===== src/rtl/spi_imu_responder_pkg.sv =====
// Shared definitions for the SPI IMU responder: register map, FSM state
// encoding and status-register bit positions.
package spi_imu_responder_pkg;

    // Register map of the emulated gyro/accel part
    localparam logic [7:0] WHO_AM_I_DEFAULT = 8'hD4;
    localparam logic [5:0] ADDR_WHO_AM_I    = 6'h0F;
    localparam logic [5:0] ADDR_CTRL1       = 6'h20;
    localparam logic [5:0] ADDR_STATUS      = 6'h27;
    localparam logic [5:0] ADDR_OUT_X_L     = 6'h28;
    localparam logic [5:0] ADDR_OUT_X_H     = 6'h29;
    localparam logic [5:0] ADDR_OUT_Y_L     = 6'h2A;
    localparam logic [5:0] ADDR_OUT_Y_H     = 6'h2B;
    localparam logic [5:0] ADDR_OUT_Z_L     = 6'h2C;
    localparam logic [5:0] ADDR_OUT_Z_H     = 6'h2D;

    localparam int NUM_CTRL_DEFAULT = 5;
    localparam int NUM_DATA_BYTES   = 6;

    // Status register bits
    localparam int STATUS_ZYXDA_BIT = 3;
    localparam int STATUS_ZYXOR_BIT = 7;

    // Frame sequencing: waiting for SS, shifting the command byte, data bytes
    typedef enum logic [1:0] {
        ST_IDLE = 2'd0,
        ST_CMD  = 2'd1,
        ST_DATA = 2'd2
    } spi_state_t;

endpackage


===== src/rtl/spi_imu_responder_if.sv =====
// SPI bus between the attitude-estimation master and one IMU responder.
//   SCLK  serial clock, mode 3 (idles high)
//   SS    chip select, active-low
//   MOSI  master-to-responder data, MSB first
//   MISO  responder-to-master data, MSB first
interface spi_imu_responder_if;
    logic SCLK;
    logic SS;
    logic MOSI;
    logic MISO;

    modport master (output SCLK, output SS, output MOSI, input MISO);
    modport slave  (input SCLK, input SS, input MOSI, output MISO);
endinterface


===== src/rtl/spi_imu_responder_edge_sync.sv =====
// spi_edge_sync: two-flop synchronizer for an asynchronous input with
// single-cycle rise/fall pulses derived from the synchronized level.
//   clk    system clock
//   reset  asynchronous, active-low
//   d      asynchronous input
//   level  synchronized level
//   rise   one-cycle pulse on a synchronized 0->1 transition
//   fall   one-cycle pulse on a synchronized 1->0 transition
module spi_edge_sync #(
    parameter logic RESET_VAL = 1'b0
) (
    input  logic clk,
    input  logic reset,
    input  logic d,
    output logic level,
    output logic rise,
    output logic fall
);

    logic meta;
    logic sync;
    logic sync_d;

    // The third flop only remembers the previous synchronized value for edge detection
    always_ff @(posedge clk or negedge reset) begin
        if (!reset) begin
            meta   <= RESET_VAL;
            sync   <= RESET_VAL;
            sync_d <= RESET_VAL;
        end else begin
            meta   <= d;
            sync   <= meta;
            sync_d <= sync;
        end
    end

    assign level = sync;
    assign rise  = sync & ~sync_d;
    assign fall  = ~sync & sync_d;

endmodule


===== src/rtl/spi_imu_responder.sv =====
// spi_imu_responder: SPI mode-3 slave emulating a gyro/accel IMU register file.
//   clk           system clock, oversamples SCLK (each SCLK phase >= 4 clk)
//   reset         asynchronous, active-low
//   spi           SPI bus (slave modport): SCLK, SS, MOSI in, MISO out
//   sample_valid  one-cycle strobe: new sample on sample_data
//   sample_data   six output bytes, [7:0] -> DATA_BASE ... [47:40] -> DATA_BASE+5
//   ctrl_reg1     live copy of register CTRL_BASE
//   frame_done    one-cycle pulse when SS deasserts
// Command byte: bit7 read, bit6 auto-increment, bits[5:0] address.
module spi_imu_responder
    import spi_imu_responder_pkg::*;
#(
    parameter logic [7:0] WHO_AM_I_VAL = WHO_AM_I_DEFAULT,
    parameter logic [5:0] CTRL_BASE    = ADDR_CTRL1,
    parameter int         NUM_CTRL     = NUM_CTRL_DEFAULT,
    parameter logic [5:0] STATUS_ADDR  = ADDR_STATUS,
    parameter logic [5:0] DATA_BASE    = ADDR_OUT_X_L
) (
    input  logic                clk,
    input  logic                reset,
    spi_imu_responder_if.slave  spi,
    input  logic                sample_valid,
    input  logic [47:0]         sample_data,
    output logic [7:0]          ctrl_reg1,
    output logic                frame_done
);

    logic        sclk_level_unused;
    logic        sclk_rise;
    logic        sclk_fall;
    logic        ss_level;
    logic        ss_rise;
    logic        ss_fall;
    logic        mosi_meta;
    logic        mosi_sync;
    logic [1:0]  primed;
    logic        armed;
    spi_state_t  state;
    spi_state_t  state_next;
    logic        frame_start;
    logic        byte_end;
    logic [6:0]  rx_shift;
    logic [7:0]  rx_next;
    logic [2:0]  bit_cnt;
    logic        cmd_rw;
    logic        cmd_ms;
    logic [5:0]  addr;
    logic [5:0]  addr_next;
    logic [7:0]  tx_shift;
    logic        miso_q;
    logic [7:0]  ctrl_regs [NUM_CTRL];
    logic [47:0] out_data;
    logic [47:0] pend_data;
    logic        pending;
    logic        zyxda;
    logic        zyxor;
    logic [7:0]  status_byte;
    logic        status_clear;

    spi_edge_sync #(.RESET_VAL(1'b1)) u_sclk_sync (
        .clk   (clk),
        .reset (reset),
        .d     (spi.SCLK),
        .level (sclk_level_unused),
        .rise  (sclk_rise),
        .fall  (sclk_fall)
    );

    spi_edge_sync #(.RESET_VAL(1'b1)) u_ss_sync (
        .clk   (clk),
        .reset (reset),
        .d     (spi.SS),
        .level (ss_level),
        .rise  (ss_rise),
        .fall  (ss_fall)
    );

    // MOSI gets the same two-flop delay as SCLK so data and clock edges stay aligned
    always_ff @(posedge clk or negedge reset) begin
        if (!reset) begin
            mosi_meta <= 1'b0;
            mosi_sync <= 1'b0;
        end else begin
            mosi_meta <= spi.MOSI;
            mosi_sync <= mosi_meta;
        end
    end

    // The SS synchronizer resets to 1, which is not a real observation of SS.
    // primed waits until the pipeline holds genuine samples before SS-high may arm,
    // so a frame already running at reset release is ignored until SS goes high.
    always_ff @(posedge clk or negedge reset) begin
        if (!reset) begin
            primed <= 2'b00;
            armed  <= 1'b0;
        end else begin
            primed <= {primed[0], 1'b1};
            if (primed[1] && ss_level) begin
                armed <= 1'b1;
            end
        end
    end

    // Register read mux; anything unmapped reads zero
    function automatic logic [7:0] read_reg(input logic [5:0] a);
        logic [7:0] v;
        v = 8'h00;
        if (a == ADDR_WHO_AM_I) v = WHO_AM_I_VAL;
        if (a == STATUS_ADDR) v = status_byte;
        for (int i = 0; i < NUM_CTRL; i++) begin
            if (a == CTRL_BASE + 6'(i)) v = ctrl_regs[i];
        end
        for (int i = 0; i < NUM_DATA_BYTES; i++) begin
            if (a == DATA_BASE + 6'(i)) v = out_data[8*i +: 8];
        end
        return v;
    endfunction

    // Frame-level decode shared by the FSM, shifters and status logic
    always_comb begin
        rx_next      = {rx_shift, mosi_sync};
        addr_next    = cmd_ms ? addr + 6'd1 : addr;
        frame_start  = ss_fall && armed && (state == ST_IDLE);
        byte_end     = sclk_rise && !ss_rise && (state != ST_IDLE) && (bit_cnt == 3'd7);
        status_clear = byte_end && (state == ST_DATA) && cmd_rw &&
                       (addr == DATA_BASE + 6'(NUM_DATA_BYTES - 1));
        status_byte  = 8'h00;
        status_byte[STATUS_ZYXDA_BIT] = zyxda;
        status_byte[STATUS_ZYXOR_BIT] = zyxor;
    end

    always_ff @(posedge clk or negedge reset) begin
        if (!reset) begin
            state <= ST_IDLE;
        end else begin
            state <= state_next;
        end
    end

    // SS deassertion aborts from any state
    always_comb begin
        state_next = state;
        case (state)
            ST_IDLE: if (frame_start) state_next = ST_CMD;
            ST_CMD:  if (byte_end) state_next = ST_DATA;
            ST_DATA: state_next = ST_DATA;
            default: state_next = ST_IDLE;
        endcase
        if (ss_rise) begin
            state_next = ST_IDLE;
        end
    end

    // Shifters, address pointer and control registers. Bytes complete on the
    // 8th rising edge; a byte cut short by SS rising is simply dropped.
    always_ff @(posedge clk or negedge reset) begin
        if (!reset) begin
            rx_shift   <= '0;
            bit_cnt    <= '0;
            cmd_rw     <= 1'b0;
            cmd_ms     <= 1'b0;
            addr       <= '0;
            tx_shift   <= '0;
            miso_q     <= 1'b0;
            frame_done <= 1'b0;
            for (int i = 0; i < NUM_CTRL; i++) begin
                ctrl_regs[i] <= '0;
            end
        end else begin
            frame_done <= ss_rise;
            if (ss_rise) begin
                miso_q  <= 1'b0;
                bit_cnt <= '0;
            end else if (frame_start) begin
                miso_q   <= 1'b0;
                bit_cnt  <= '0;
                rx_shift <= '0;
            end else if (state != ST_IDLE) begin
                if (sclk_rise) begin
                    rx_shift <= rx_next[6:0];
                    bit_cnt  <= bit_cnt + 3'd1;
                    if (bit_cnt == 3'd7) begin
                        if (state == ST_CMD) begin
                            cmd_rw   <= rx_next[7];
                            cmd_ms   <= rx_next[6];
                            addr     <= rx_next[5:0];
                            tx_shift <= read_reg(rx_next[5:0]);
                        end else begin
                            for (int i = 0; i < NUM_CTRL; i++) begin
                                if (!cmd_rw && (addr == CTRL_BASE + 6'(i))) begin
                                    ctrl_regs[i] <= rx_next;
                                end
                            end
                            // Reloading even without auto-increment repeats the same register
                            addr     <= addr_next;
                            tx_shift <= read_reg(addr_next);
                        end
                    end
                end
                if (sclk_fall && (state == ST_DATA) && cmd_rw) begin
                    miso_q   <= tx_shift[7];
                    tx_shift <= {tx_shift[6:0], 1'b0};
                end
            end
        end
    end

    // Sample capture. Data registers only change outside a frame; a sample
    // arriving mid-frame waits in a one-deep buffer until SS rises.
    // Set conditions come after the clear so a coincident new event wins.
    always_ff @(posedge clk or negedge reset) begin
        if (!reset) begin
            out_data  <= '0;
            pend_data <= '0;
            pending   <= 1'b0;
            zyxda     <= 1'b0;
            zyxor     <= 1'b0;
        end else begin
            if (status_clear) begin
                zyxda <= 1'b0;
                zyxor <= 1'b0;
            end
            if (ss_rise) begin
                if (sample_valid) begin
                    out_data <= sample_data;
                    zyxda    <= 1'b1;
                    pending  <= 1'b0;
                    if (zyxda) zyxor <= 1'b1;
                end else if (pending) begin
                    out_data <= pend_data;
                    zyxda    <= 1'b1;
                    pending  <= 1'b0;
                end
            end else if (sample_valid) begin
                if (zyxda) zyxor <= 1'b1;
                if (state == ST_IDLE) begin
                    out_data <= sample_data;
                    zyxda    <= 1'b1;
                end else begin
                    if (pending) zyxor <= 1'b1;
                    pend_data <= sample_data;
                    pending   <= 1'b1;
                end
            end
        end
    end

    assign spi.MISO  = miso_q;
    assign ctrl_reg1 = ctrl_regs[0];

endmodule


===== src/flat_wrapper.sv =====
// flat-port wrapper written by rule: the top's interface ports become plain ports
module spi_imu_responder_flat import spi_imu_responder_pkg::*;
#(
    parameter logic [7:0] WHO_AM_I_VAL = WHO_AM_I_DEFAULT,
    parameter logic [5:0] CTRL_BASE    = ADDR_CTRL1,
    parameter int         NUM_CTRL     = NUM_CTRL_DEFAULT,
    parameter logic [5:0] STATUS_ADDR  = ADDR_STATUS,
    parameter logic [5:0] DATA_BASE    = ADDR_OUT_X_L
)
  (clk, reset, sample_valid, sample_data, ctrl_reg1, frame_done, spi_SCLK, spi_SS, spi_MOSI, spi_MISO);
  spi_imu_responder_if spi_i ();
  input  logic clk;
  input  logic reset;
  input  logic sample_valid;
  input  logic [47:0] sample_data;
  output logic [7:0] ctrl_reg1;
  output logic frame_done;
  input wire logic [$bits(spi_i.SCLK)-1:0] spi_SCLK;
  input wire logic [$bits(spi_i.SS)-1:0] spi_SS;
  input wire logic [$bits(spi_i.MOSI)-1:0] spi_MOSI;
  output wire logic [$bits(spi_i.MISO)-1:0] spi_MISO;
  assign spi_i.SCLK = spi_SCLK;
  assign spi_i.SS = spi_SS;
  assign spi_i.MOSI = spi_MOSI;
  assign spi_MISO = spi_i.MISO;
  spi_imu_responder #(.WHO_AM_I_VAL(WHO_AM_I_VAL), .CTRL_BASE(CTRL_BASE), .NUM_CTRL(NUM_CTRL), .STATUS_ADDR(STATUS_ADDR), .DATA_BASE(DATA_BASE)) u_core (.clk(clk), .reset(reset), .spi(spi_i), .sample_valid(sample_valid), .sample_data(sample_data), .ctrl_reg1(ctrl_reg1), .frame_done(frame_done));
endmodule

===== config.mk =====
export PLATFORM = sky130hd
export DESIGN_NAME = spi_imu_responder_flat
export DESIGN_NICKNAME = d
export VERILOG_FILES = /design/src/rtl/spi_imu_responder_pkg.sv /design/src/rtl/spi_imu_responder_if.sv /design/src/rtl/spi_imu_responder_edge_sync.sv /design/src/rtl/spi_imu_responder.sv /design/src/flat_wrapper.sv
export SDC_FILE = /design/constraint.sdc
export NUM_CORES = 1
export LEC_CHECK = 0
export ABC_AREA = 1
export CAP_MARGIN = 30
export CORE_ASPECT_RATIO = 1.5
export CORE_MARGIN = 10
export CORE_UTILIZATION = 35
export DETAILED_ROUTE_END_ITERATION = 10
export PLACE_DENSITY_LB_ADDON = 0.1
export RECOVER_POWER = 100
export REMOVE_ABC_BUFFERS = 1
export SLEW_MARGIN = 0
export SYNTH_ARGS = -nofsm -noshare
export SYNTH_HDL_FRONTEND = slang
export SYNTH_SLANG_ARGS = --single-unit

===== constraint.sdc =====
create_clock -name clk -period 4.4 [get_ports clk]
set_input_delay 0.66 -clock clk [delete_from_list [all_inputs] [get_ports clk]]
set_output_delay 0.66 -clock clk [all_outputs]
set_load 0.1 [all_outputs]

==> flow_summary_export.csv <==
group,metric,value,unit
routing,routed_wl,26500,µm
floorplan,dieArea,33400,µm²
floorplan,rows,72,
clock_tree,cts_root_buf,"clkbuf_16",
grt,grt_usage,0.160,
clock_tree,cts.sinks,180,
timing,hold_violations,0,
timing,fin_worst_skew,0.00845,ns
clock_tree,htreeDepth,4,
clock_tree,clockBufferDepth,2,
synthesis,ys_types,44,
timing,slew_headroom,-0.803,
place,place.gp.congestion,0.900,
power_and_ir_drop,ir_drop,0.282,mV
outcome,violations,"max-capacitance violations, max-slew violations",
grt,grt_max_degree,103,
layout,syn2layout_area_growth,16.1,%
routing,vias,7666,
clock_tree,cts_tree,"done",
power_and_ir_drop,power.leakage,0.00474,µW
worst_setup_path,r2r-start,"u_core.state[0]",
clock_tree,cts_resized,0,
routing,drtIter0Drc,539,
timing,max_freq,312,MHz
timing,rsz0062_at_grt,"no",
clock_tree,cts_hold_buf,0,
floorplan,die_x,153,µm
layout,fin_nets,1234,
timing,worst_hold_slack,0.350,ns
place,dp_hpwl,19500,µm
worst_hold_path,hp-class,"register to register",
floorplan,chipHeight,219,µm
layout,postLayoutCellArea,10700,µm²
timing,fin_setup_tns,0,ns
synthesis,syn_avg_cell_area,8.21,µm²
outcome,status,"finished, violations left",
layout,multi_input_area,4090,µm²
worst_setup_path,crit_fanout,16,
synthesis,synth_area_leader_cell,"dfrtp_1",
layout,drive_above_1_share,0.0997,
grt,grt_pass1_vias,7692,
clock_tree,clkTransAtPathRegs,0.07,ns
layout,fill_cells,2647,
floorplan,core_area,25900,µm²
grt,grt_first_pass_wirelength,42900,µm
routing,firstDrtPassIters,6,
timing,fin_crit_sh,0.728,
synthesis,synthTopCellsByArea,"dfrtp_1, nand2_1, nor2_1",
timing,setup_viol,0,
timing,tightestPinTransition,2.70,ns
layout,final_util,0.414,
place,dpl_cell_area,10100,µm²
timing,finalMaxSlewViolations,102,
layout,seqCellArea,4510,µm²
flow_run,drv_cap,1,
synthesis,ys_ff_latch,180,
routing,drtAntennaViolNets,0,
synthesis,synth_cells,1124,
routing,wire_per_inst,17.5,µm
worst_hold_path,min_from,"u_core.mosi_meta",
floorplan,initial_utilization,0.357,
worst_setup_path,cp-start-kind,"register",
timing,period_needed,3.20,ns
synthesis,synth_top_area_frac,0.472,
synthesis,ys_warn_count,0,
routing,post-route-drc-count,0,
synthesis,netlist_area,9230,µm²
power_and_ir_drop,power.density,481,nW/µm²
clock_tree,clk_latency,0.45,ns
clock_tree,cts_buffers,17,
worst_setup_path,required,4.75,ns
grt,antenna_found_initial,0,
clock_tree,post-cts-setup-buffer-count,0,
routing,vias_per_cell,5.05,
worst_setup_path,crit_type,"register to register",
grt,overflow,0,
synthesis,yosysSeqAreaShare,0.489,
layout,num_antenna_cells,0,
worst_setup_path,crit_path_end_kind,"register",
floorplan,io_pins,64,
worst_setup_path,crit_start,"u_core.state[0]",
place,place.port_buffers,63,
worst_setup_path,cp.arrival,3.55,ns
power_and_ir_drop,power,5150,µW
## report_power, final
part	total, µW	internal, µW	switching, µW
Clock	1590	924	671
Sequential	2490	2140	345
Combinational	1070	428	645
## layer usage
layer / part of all wire / wire length, µm / track usage / vias to the layer above
met1: 0.41 / 10900 / 0.183 / 3643
met3: 0.036 / 965 / 0.0274 / 45
met5: 0 / 0 / 0 / -
li1: - / - / - / 3792
met4: 0.031 / 834 / 0.0701 / 0
met2: 0.52 / 13800 / 0.286 / 186
## critical path, stage by stage, from the launching register on
cell and delay (ns):
dfrtp_1 0.36, inv_1 0.08, ha_1 0.25, inv_1 0.13
nand2_1 0.08, nor2_1 0.24, nand2_1 0.32, clkinvlp_2 0.32
nand2_4 0.13, nor4_4 0.44, nand3_2 0.45, o21ai_0 0.29
## area by class of cell
type | instances | share of cell area
repair buffers | 71 | 0.0656
inverters | 101 | 0.0355
multi-input cells | 800 | 0.382
clock buffers | 20 | 0.0426
clock inverters | 12 | 0.0144
flip-flops and latches | 180 | 0.421
well taps | 333 | 0.0389
## stage by stage
step,cells,worst slack [ns]
2_1_floorplan,1081,-0.359
3_3_place_gp,1483,1.51
3_5_place_dp,1485,1.61
4_1_cts,1517,1.64
5_1_grt,1517,0.875
6_report,1517,1.20
## cells in the mapped netlist
| master | n |
|---|---|
| clkbuf_1 | 20 |
| inv_1 | 92 |
| nor2_4 | 9 |
| a32oi_1 | 1 |
| nand4_4 | 1 |
| nand4_1 | 29 |
| nand2_1 | 330 |
| dfstp_2 | 6 |
| nor3_1 | 4 |
| nand2_4 | 2 |
| buf_6 | 4 |
| ha_1 | 9 |
| o21ai_1 | 36 |
| o21ai_0 | 54 |
| nand3_1 | 37 |
| nor2_1 | 118 |
| nor3b_1 | 2 |
| o221ai_1 | 7 |
| buf_2 | 10 |
| nor3b_2 | 1 |
| nand3_2 | 6 |
| nor4_4 | 2 |
| nand2_2 | 8 |
| inv_2 | 6 |
| o22ai_1 | 9 |
| conb_1 | 1 |
| or2_0 | 1 |
| a21oi_1 | 35 |
| a21oi_2 | 1 |
| o211ai_1 | 12 |
| a21o_1 | 2 |
| nor4_1 | 2 |
| nor2_8 | 1 |
| mux2_2 | 33 |
| a31oi_1 | 35 |
| o2111ai_1 | 2 |
| buf_4 | 9 |
| clkinv_2 | 1 |
| dfrtp_1 | 174 |
| a22o_1 | 2 |
| nor3_2 | 1 |
| o21bai_2 | 1 |
| nor2_2 | 6 |
| clkinv_1 | 2 |
## cells in the final DEF, fill, tap and decap left out, drive strengths merged
| cell | n |
|---|---|
| nor4 | 4 |
| clkinvlp | 4 |
| clkdlybuf4s50 | 49 |
| nand2 | 340 |
| or2 | 1 |
| o211ai | 12 |
| conb | 1 |
| dfrtp | 174 |
| o221ai | 7 |
| a31oi | 35 |
| inv | 99 |
| dlygate4sd3 | 13 |
| nand4 | 30 |
| a21oi | 36 |
| mux2 | 33 |
| a32oi | 1 |
| o22ai | 9 |
| o21bai | 1 |
| o21ai | 90 |
| clkbuf | 23 |
| nand3 | 43 |
| buf | 6 |
| ha | 9 |
| nor3 | 5 |
| a22o | 2 |
| bufinv | 3 |
| a21o | 2 |
| dfstp | 6 |
| clkinv | 7 |
| nor3b | 3 |
| o2111ai | 2 |
| nor2 | 134 |
## state kept, by name (all words and copies together) (netlist names), 2 cells and up
register / cells
u_core.out_data: 48
u_core.primed: 2
u_core.pend_data: 48
u_core.bit_cnt: 3
u_core.ctrl_reg1: 8
u_core.rx_shift: 7
u_core.addr: 6
u_core.ctrl_regs: 32
u_core.state: 2
u_core.tx_shift: 8
## cells by family (layout without fill, tap and decap cells)
| family | Yosys count | count (layout) | synth area share |
|---|---|---|---|
| adder cells (fa/ha/maj) | 9 | 9 | 0.0122 |
| other | 1 | 1 | 0.000406 |
| buffers and inverters | 144 | 204 | 0.0670 |
| AO/OA/AOI/OAI | 197 | 197 | 0.123 |
| flip-flops | 180 | 180 | 0.489 |
| multiplexers | 33 | 33 | 0.0403 |
| AND/OR/NAND/NOR | 560 | 560 | 0.269 |
## worst paths after layout
check,slack [ns],cells past startpoint,to
setup / recovery,1.20,11,u_core.ctrl_regs[12]
hold / removal,0.35,0,u_core.mosi_sync
setup reg to reg,1.20,11,u_core.ctrl_regs[12]
hold reg to reg,0.35,0,u_core.mosi_sync
max in group asynchronous,1.77,1,u_core.tx_shift[7]
min in group asynchronous,1.06,1,u_core.out_data[5]
No activity file was read; power rests on OpenSTA's default activity.
